==> src/rtl/fetch_stage.sv <==
// fetch_stage: instruction fetch. Owns the PC, issues instruction-memory reads
// and hands one instruction plus its NPC per cycle to the IF/ID latch.
// A one-entry skid buffer keeps data that returned while downstream was stalled.
// After a redirect or halt with a read still in flight, the DROP state waits
// for that read to complete and discards its data.
// Optional macro FETCH_PERF_EN adds the fetch_count / stall_cycles counters.
module fetch_stage #(
    parameter logic [31:0] PC_INIT = 32'h0000_0000
) (
    input  logic        CLK,
    input  logic        nRST,
    input  logic        ihit,
    input  logic [31:0] imemload,
    input  logic        stall,
    input  logic        redirect_valid,
    input  logic [31:0] redirect_pc,
    input  logic        halt_in,
    output logic        imemREN,
    output logic [31:0] imemaddr,
    output logic [31:0] instr_out,
    output logic [31:0] NPC,
    output logic        instr_valid,
    output logic        fetch_halted,
    output logic [31:0] fetch_count,
    output logic [31:0] stall_cycles
);

    localparam logic [1:0] FETCH = 2'd0;
    localparam logic [1:0] DROP  = 2'd1;
    localparam logic [1:0] HALT  = 2'd2;

    logic [1:0]  state;
    logic [31:0] pc, skid_data, old_addr;
    logic        skid_valid, halt_pending;

    logic        in_fetch, req, avail, outstanding, deliver, hold;
    logic [31:0] addr, src, pc_plus4, redirect_tgt;

    // Request, availability and delivery decisions for the current cycle
    always_comb begin
        in_fetch     = (state == FETCH);
        req          = in_fetch ? !skid_valid : (state == DROP);
        addr         = (state == DROP) ? old_addr : pc;
        src          = skid_valid ? skid_data : imemload;
        pc_plus4     = pc + 32'd4;
        redirect_tgt = redirect_pc & ~32'h3;
        avail        = in_fetch & (skid_valid | (req & ihit));
        outstanding  = in_fetch & req & !ihit;
        deliver      = avail & !stall & !redirect_valid & !halt_in;
        hold         = avail &  stall & !redirect_valid & !halt_in;
    end

    // Outputs are forced to zero while reset is held, whatever the PC holds
    always_comb begin
        imemREN      = nRST & req;
        imemaddr     = {32{nRST}} & addr;
        instr_valid  = nRST & deliver;
        instr_out    = {32{nRST & deliver}} & src;
        NPC          = {32{nRST & deliver}} & pc_plus4;
        fetch_halted = nRST & (state == HALT);
    end

    // PC, skid buffer and FSM; halt beats redirect beats stall beats deliver
    always_ff @(posedge CLK or negedge nRST) begin
        if (!nRST) begin
            state        <= FETCH;
            pc           <= PC_INIT;
            skid_valid   <= 1'b0;
            skid_data    <= 32'h0;
            old_addr     <= 32'h0;
            halt_pending <= 1'b0;
        end else begin
            case (state)
                FETCH: begin
                    if (halt_in) begin
                        skid_valid <= 1'b0;
                        if (outstanding) begin
                            halt_pending <= 1'b1;
                            old_addr     <= pc;
                            state        <= DROP;
                        end else begin
                            state <= HALT;
                        end
                    end else if (redirect_valid) begin
                        skid_valid <= 1'b0;
                        pc         <= redirect_tgt;
                        if (outstanding) begin
                            old_addr <= pc;
                            state    <= DROP;
                        end
                    end else if (deliver) begin
                        pc         <= pc_plus4;
                        skid_valid <= 1'b0;
                    end else if (hold && !skid_valid) begin
                        skid_valid <= 1'b1;
                        skid_data  <= imemload;
                    end
                end
                DROP: begin
                    if (redirect_valid && !halt_in)
                        pc <= redirect_tgt;
                    if (halt_in)
                        halt_pending <= 1'b1;
                    if (ihit)
                        state <= (halt_pending | halt_in) ? HALT : FETCH;
                end
                default: ;  // HALT: frozen until reset
            endcase
        end
    end

`ifdef FETCH_PERF_EN
    logic [31:0] fetch_cnt_q, stall_cnt_q;

    // Delivered-instruction and stalled-with-data cycle counters
    always_ff @(posedge CLK or negedge nRST) begin
        if (!nRST) begin
            fetch_cnt_q <= 32'h0;
            stall_cnt_q <= 32'h0;
        end else begin
            if (deliver) fetch_cnt_q <= fetch_cnt_q + 32'd1;
            if (hold)    stall_cnt_q <= stall_cnt_q + 32'd1;
        end
    end

    assign fetch_count  = fetch_cnt_q;
    assign stall_cycles = stall_cnt_q;
`else
    assign fetch_count  = 32'h0;
    assign stall_cycles = 32'h0;
`endif

endmodule

==> config.mk <==
export PLATFORM = sky130hd
export DESIGN_NAME = fetch_stage
export DESIGN_NICKNAME = d
export VERILOG_FILES = /design/src/rtl/fetch_stage.sv
export SDC_FILE = /design/constraint.sdc
export NUM_CORES = 1
export LEC_CHECK = 0
export ABC_AREA = 1
export CAP_MARGIN = 20
export CORE_UTILIZATION = 32
export DETAILED_ROUTE_END_ITERATION = 8
export GPL_TIMING_DRIVEN = 1
export PLACE_DENSITY = 0.74
export SYNTH_ARGS = -nofsm -noshare
export SYNTH_HDL_FRONTEND = slang
export SYNTH_SLANG_ARGS = --single-unit
==> constraint.sdc <==
create_clock -name CLK -period 1.7 [get_ports CLK]
set_clock_uncertainty 0.05 [all_clocks]
set_input_delay 0.34 -clock CLK [delete_from_list [all_inputs] [get_ports CLK]]
set_output_delay 0.34 -clock CLK [all_outputs]
set_load 0.01 [all_outputs]
==> impl_metrics.yaml, run 1 <==
worst_setup_path:
  crit_fanout: 7
  end_kind: "output pin"
  reg2reg_to: "pc[14]"
  ff2ff_setup_slack_ns: -0.33
  rr_worst_depth: 14
  r2r_start: "state[0]"
  worstSetupStartpointType: "register"
  required_ns: 1.31
  crit_type: "reg -> out"
  cp_data_arrival_time_ns: 2.06
floorplanning:
  die_h_um: 143.4
  die_w_um: 143.4
  io_pins: 233
  initial_core_util_pct: 32.76
  core_um2: 19530
  dieArea_um2: 20560
  num_rows: 51
route:
  vias: 7966
  drc_errors: 0
  first_iter_violations: 547
  via_per_inst: 4.976
  wl_um: 27450
  firstDrtPassIters: 5
  ant_nets: 0
  wire_per_inst_um: 17.14
global_routing:
  grt_pass1_wl_um: 38700
  antenna_found_initial: 0
  track_usage_pct: 24.71
  grt_pass1_vias: 7340
  grt_overflow_total: 0
  grt_start_max_net_pins: 66
final_layout:
  nets: 1402
  drive_gt1_share_pct: 41.24
  multi_input_area_um2: 4190
  seqCellArea_um2: 2410
  fillers: 1656
  syn_to_final_growth_pct: 76.27
  antenna_cells: 0
timing:
  layout_setup_ws_ns: -0.7527
  grt_setup_unrepaired: "true"
  finalHoldViolCount: 0
  worstMarginPinSlew_ns: 0.5013
  fin_crit_ns: 2.453
  timing.final.crit_share_pct: 144.3
  setup_tns_ns: -60.89
  relSlewSlack_pct: 66.46
  slew_violations: 0
  setup_violations: 157
  fmax_mhz: 407.7
synth:
  synth_area_um2: 6396
  syn_area_per_cell_um2: 6.601
  synth_cell_types: 26
  yosysWarnings: 0
  seq_area_frac_synth_pct: 37.56
  synth_seq_cells: 96
  synthCells: 969
clocking:
  cts-root-buf: "clkbuf_16"
  cts_max_level: 3
  clkSinkCount: 96
  cts_tree: "done"
  cts.clk_slew.worst_paths_ns: 0.08
  clk_path_buf_depth: 2
  clock_latency_ns: 0.37
  cts_made_buffers: 9
placed_design:
  place.gp.congestion: 0.9554
  preCtsSetupSlack_ns: -0.9277
  io_buffers: 162
  place_hpwl_um: 15710
power:
  max-vdd-ir-drop_mv: 0.5105
  p_per_area_nw_per_um2: 512.1
  p_leak_nw: 5.403
status:
  violations: "negative setup slack"
  status: "finished with violations"
min_path:
  hp-class: "in -> async"
job:
  cap_violations: 0
metal layers:
layer	global-route usage, %	part of all wire (%)	vias to the layer above
li1	-	-	3676
met1	30.04	38	3716
met2	40.88	49	465
met3	4.998	7.8	109
met4	13.66	5.5	0
met5	0	0	-
worst max path at each step:
stage | start | endpoint | slack, ns | cells past startpoint
floorplan | pc[2] | NPC[16] | -0.02 | 7
finish | state[1] | NPC[14] | -0.75 | 10
CTS | state[0] | instr_out[17] | -0.73 | 10
global route | state[1] | NPC[13] | -0.79 | 10
global placement | ihit | NPC[4] | -0.90 | 9
detailed placement | ihit | NPC[15] | -0.93 | 9
layout make-up:
type / instances / area share [%]
timing repair buffer: 395 / 32.70
inverter: 83 / 2.985
sequential: 96 / 21.37
multi-input combinational: 746 / 37.17
tap: 265 / 2.941
clock inverter: 6 / 0.7990
clock buffer: 10 / 2.031
sequential cells by signal, summed over array words and instances (netlist names):
name	flops
state	2
old_addr	30
halt_pending	1
pc	30
skid_valid	1
skid_data	32
synthesized netlist by cell type (all sizes together):
| cell type | n | area share (%) |
|---|---|---|
| a211oi | 1 | 0.12 |
| a21boi | 1 | 0.18 |
| a21oi | 82 | 6.4 |
| a31o | 1 | 0.14 |
| buf | 86 | 9.5 |
| clkbuf | 26 | 1.5 |
| conb | 1 | 0.059 |
| dfrtp | 96 | 38 |
| ha | 1 | 0.20 |
| inv | 83 | 4.9 |
| nand2 | 245 | 15 |
| nand3 | 45 | 3.5 |
| nand4 | 4 | 0.39 |
| nor2 | 170 | 10 |
| nor3 | 2 | 0.16 |
| o21ai | 115 | 9.0 |
| or2 | 3 | 0.29 |
| xor2 | 7 | 0.96 |
power breakdown:
group	internal (W)	total [W]	leakage (nW)	switching, W
Combinational	0.000505	0.00110	3.95	0.000598
Clock	0.00130	0.00232	0.153	0.00102
Sequential	0.00231	0.00235	1.29	0.0000371
placed cells by master, fill, tap and decap left out, drive strengths merged, types with 2 or more instances in the layout:
cell type	Yosys	final
nand2	245	246
conb	1	68
nor2	170	170
dlymetal6s2s	0	2
o21ai	115	115
nand4	4	4
clkdlybuf4s50	0	63
nor3	2	2
dfrtp	96	96
xor2	7	7
nand3	45	45
a21oi	82	82
buf	86	323
clkbuf	26	16
or2	3	3
bufinv	0	2
inv	83	85
repair_timing:
item                       4_1_cts  5_1_grt
setup endpoints to repair      103      189
gates resized for setup        614      144
hold buffers                     0        0
pin swaps                       37       27
gates cloned                    13        9
setup buffers                   58       20
worst max-delay path, stage by stage (launching register included):
cell     delay [ns]
dfrtp_1        0.43
nor2_4         0.17
nand2_4        0.08
nor2_4         0.14
nand3_4        0.11
buf_6          0.15
buf_12         0.12
buf_12         0.11
buf_12         0.14
a21oi_4        0.12
buf_6          0.12
logic make-up after synthesis:
family                     synth area share, %
AOI/OAI and AO/OA                        15.85
DFF                                      37.56
other                                  0.05863
xor gates and xnor gates                0.9585
adders and majority gates               0.1956
buffers and inverters                    15.92
and+or+nand+nor                          29.46
stage by stage:
| step | instances | cell area (um2) | util, % | hold WS (ns) | power, W |
|---|---|---|---|---|---|
| floorplan | 1036 | 6730 | - | -0.005591 | 0.002842 |
| global placement | 1499 | 9213 | 47.18 | 0.4060 | 0.003257 |
| detailed placement | 1499 | 9213 | 47.18 | 0.3971 | 0.003267 |
| CTS | 1583 | 10710 | 54.86 | 0.02933 | 0.005660 |
| global route | 1601 | 11270 | 57.74 | 0.02664 | 0.005963 |
| finish | 1601 | 11270 | 57.74 | 0.03580 | 0.005774 |
(Power assumes the default switching activity.)
==> run 2: changes to the inputs <==
--- a/config.mk
+++ b/config.mk
@@ -9,6 +9,6 @@
 export CAP_MARGIN = 20
-export CORE_UTILIZATION = 32
+export CORE_UTILIZATION = 41
 export DETAILED_ROUTE_END_ITERATION = 8
 export GPL_TIMING_DRIVEN = 1
-export PLACE_DENSITY = 0.74
+export PLACE_DENSITY = 0.88
 export SYNTH_ARGS = -nofsm -noshare
==> constraint.sdc (replaced) <==
create_clock -name CLK -period 1.7 [get_ports CLK]
set_clock_uncertainty 0.05 [all_clocks]
set_input_delay 0.425 -clock CLK [delete_from_list [all_inputs] [get_ports CLK]]
set_output_delay 0.425 -clock CLK [all_outputs]
set_load 0.01 [all_outputs]
==> impl_metrics.yaml, run 2 (synthesized netlist as in run 1, its figures left out) <==
timing:
  fin_crit_ns: 2.511
  slew_violations: 0
  layout_setup_ws_ns: -0.8108
  fmax_mhz: 398.3
  setup_violations: 157
  finalHoldViolCount: 0
  grt_setup_unrepaired: "true"
  timing.final.crit_share_pct: 147.7
status:
  violations: "negative setup slack"
  status: "finished with violations"
power:
  p_leak_nw: 5.550
  total_power_w: 0.005707
  max-vdd-ir-drop_mv: 0.4950
  p_per_area_nw_per_um2: 490.1
final_layout:
  drive_gt1_share_pct: 45.56
  design_area_um2: 11640
  nets: 1407
  reg.largest.list: "skid_data (32), old_addr (30), pc (30)"
  layout.cells.most_common: "nand2_1"
  max_flop_register: "skid_data"
  antenna_cells: 0
  syn_to_final_growth_pct: 82.04
  final_cell_mix: "213 x nand2_1, 159 x buf_4, 90 x dfrtp_1"
  largest_reg_flops: 32
  fillers: 914
worst_setup_path:
  crit_path_max_incr_delay_ns: 0.42
  crit_fanout: 4
  crit_type: "reg -> out"
  crit_path_top_delay_cell: "dfrtp_1"
  crit_chain: "nor2_4 -> nand2_2 -> nor2_4 -> nand3_4 -> buf_12 -> buf_12 -> buf_16 -> buf_6 -> buf_6 -> nor2_4 -> buf_6"
  cp_data_arrival_time_ns: 2.04
  required_ns: 1.22
  end_kind: "output pin"
  worstSetupStartpointType: "register"
placed_design:
  io_buffers: 162
  dpl-instance-area_um2: 9310
  place_hpwl_um: 15540
  place.gp.congestion: 0.9067
  preCtsSetupSlack_ns: -1.026
floorplanning:
  die_w_um: 126.9
  num_rows: 45
  core_um2: 15200
  initial_core_util_pct: 42.07
  dieArea_um2: 16100
  die_h_um: 126.9
  io_pins: 233
route:
  wire_per_inst_um: 19.17
  via_per_inst: 5.411
  first_iter_violations: 666
  ant_nets: 0
  firstDrtPassIters: 7
  drc_errors: 0
  wl_um: 29310
  vias: 8273
global_routing:
  antenna_found_initial: 0
  track_usage_pct: 31.43
  grt_start_max_net_pins: 65
  grt_pass1_wl_um: 38970
  grt_overflow_total: 0
  grt_pass1_vias: 7790
clocking:
  clk_path_buf_depth: 2
  clkSinkCount: 96
  cts.clk_slew.worst_paths_ns: 0.07
  clock_latency_ns: 0.36
  cts-root-buf: "clkbuf_16"
  cts_made_buffers: 9
  hold_buffers: 0
  cts_max_level: 3
  cts_tree: "done"
job:
  cap_violations: 0
min_path:
  hp-class: "in -> async"
-- run 2: cell count changes in the layout (fill, tap and decap cells not counted), moves of 7 or more --
cell / change
a21oi_1: -9
a21oi_2: +13
buf_12: +12
buf_6: -9
buf_8: +7
nor2_1: -25
nor2_4: +24
o21ai_0: -21
o21ai_2: +11
o21ai_4: +10
-- run 2: path summary, 6_finish.rpt --
kind | startpoint | slack, ns | cells past startpoint | to
hold / removal | nRST | 0.07 | 2 | old_addr[6]
setup reg to reg | state[1] | -0.44 | 15 | pc[14]
max in group asynchronous | nRST | 0.99 | 3 | skid_valid
min in group CLK | halt_pending | 0.43 | 1 | halt_pending
setup / recovery | state[0] | -0.81 | 11 | instr_out[6]
hold reg to reg | halt_pending | 0.43 | 1 | halt_pending
-- run 2: repair_timing --
action | CTS | global route
buffers inserted | 51 | 31
cloned | 14 | 13
pin swaps | 28 | 46
resized for setup | 613 | 212
endpoints found under the setup margin | 155 | 190
-- run 2: per-layer routing --
metal | vias up | share of wire, % | global-route usage (%)
met1 | 3869 | 34 | 34.26
met4 | 0 | 6.5 | 19.47
met3 | 165 | 10 | 8.520
met5 | - | 0 | 0
li1 | 3677 | - | -
met2 | 562 | 49 | 54.36
-- run 2: area by class of cell --
type                            instances  area (um2)  share of cell area [%]
Clock buffer                           12       236.5                   2.031
Clock inverter                          4       70.07                  0.6018
Inverter                               83       340.3                   2.923
Multi-Input combinational cell        745        4458                   38.29
Sequential cell                        96        2410                   20.70
Tap cell                              188       235.2                   2.020
Timing Repair Buffer                  400        3882                   33.34
Timing Repair inverter                  1       11.26                 0.09671
-- run 2: per-stage QoR --
step           TNS (ns)  instances  utilization (%)  hold WS [ns]
2_1_floorplan   -0.2693       1036                -       0.07941
3_3_place_gp    -100.86       1424            61.24        0.4003
3_5_place_dp    -108.12       1424            61.24        0.4066
4_1_cts          -68.56       1504            70.82       0.06520
5_1_grt          -90.86       1529            76.59       0.07213
6_report         -79.49       1529            76.59       0.06853
-- run 2: critical path, delay by kind of cell, from the launching register on --
kind	cells	cell delay (ns)
AND/OR/NAND/NOR	5	0.55
buffers and inverters	6	0.72
flip-flops	1	0.42
-- run 2: power breakdown --
part | switching (W) | internal, W
registers | 0.0000346 | 0.00231
clock network | 0.000904 | 0.00129
logic | 0.000645 | 0.000521
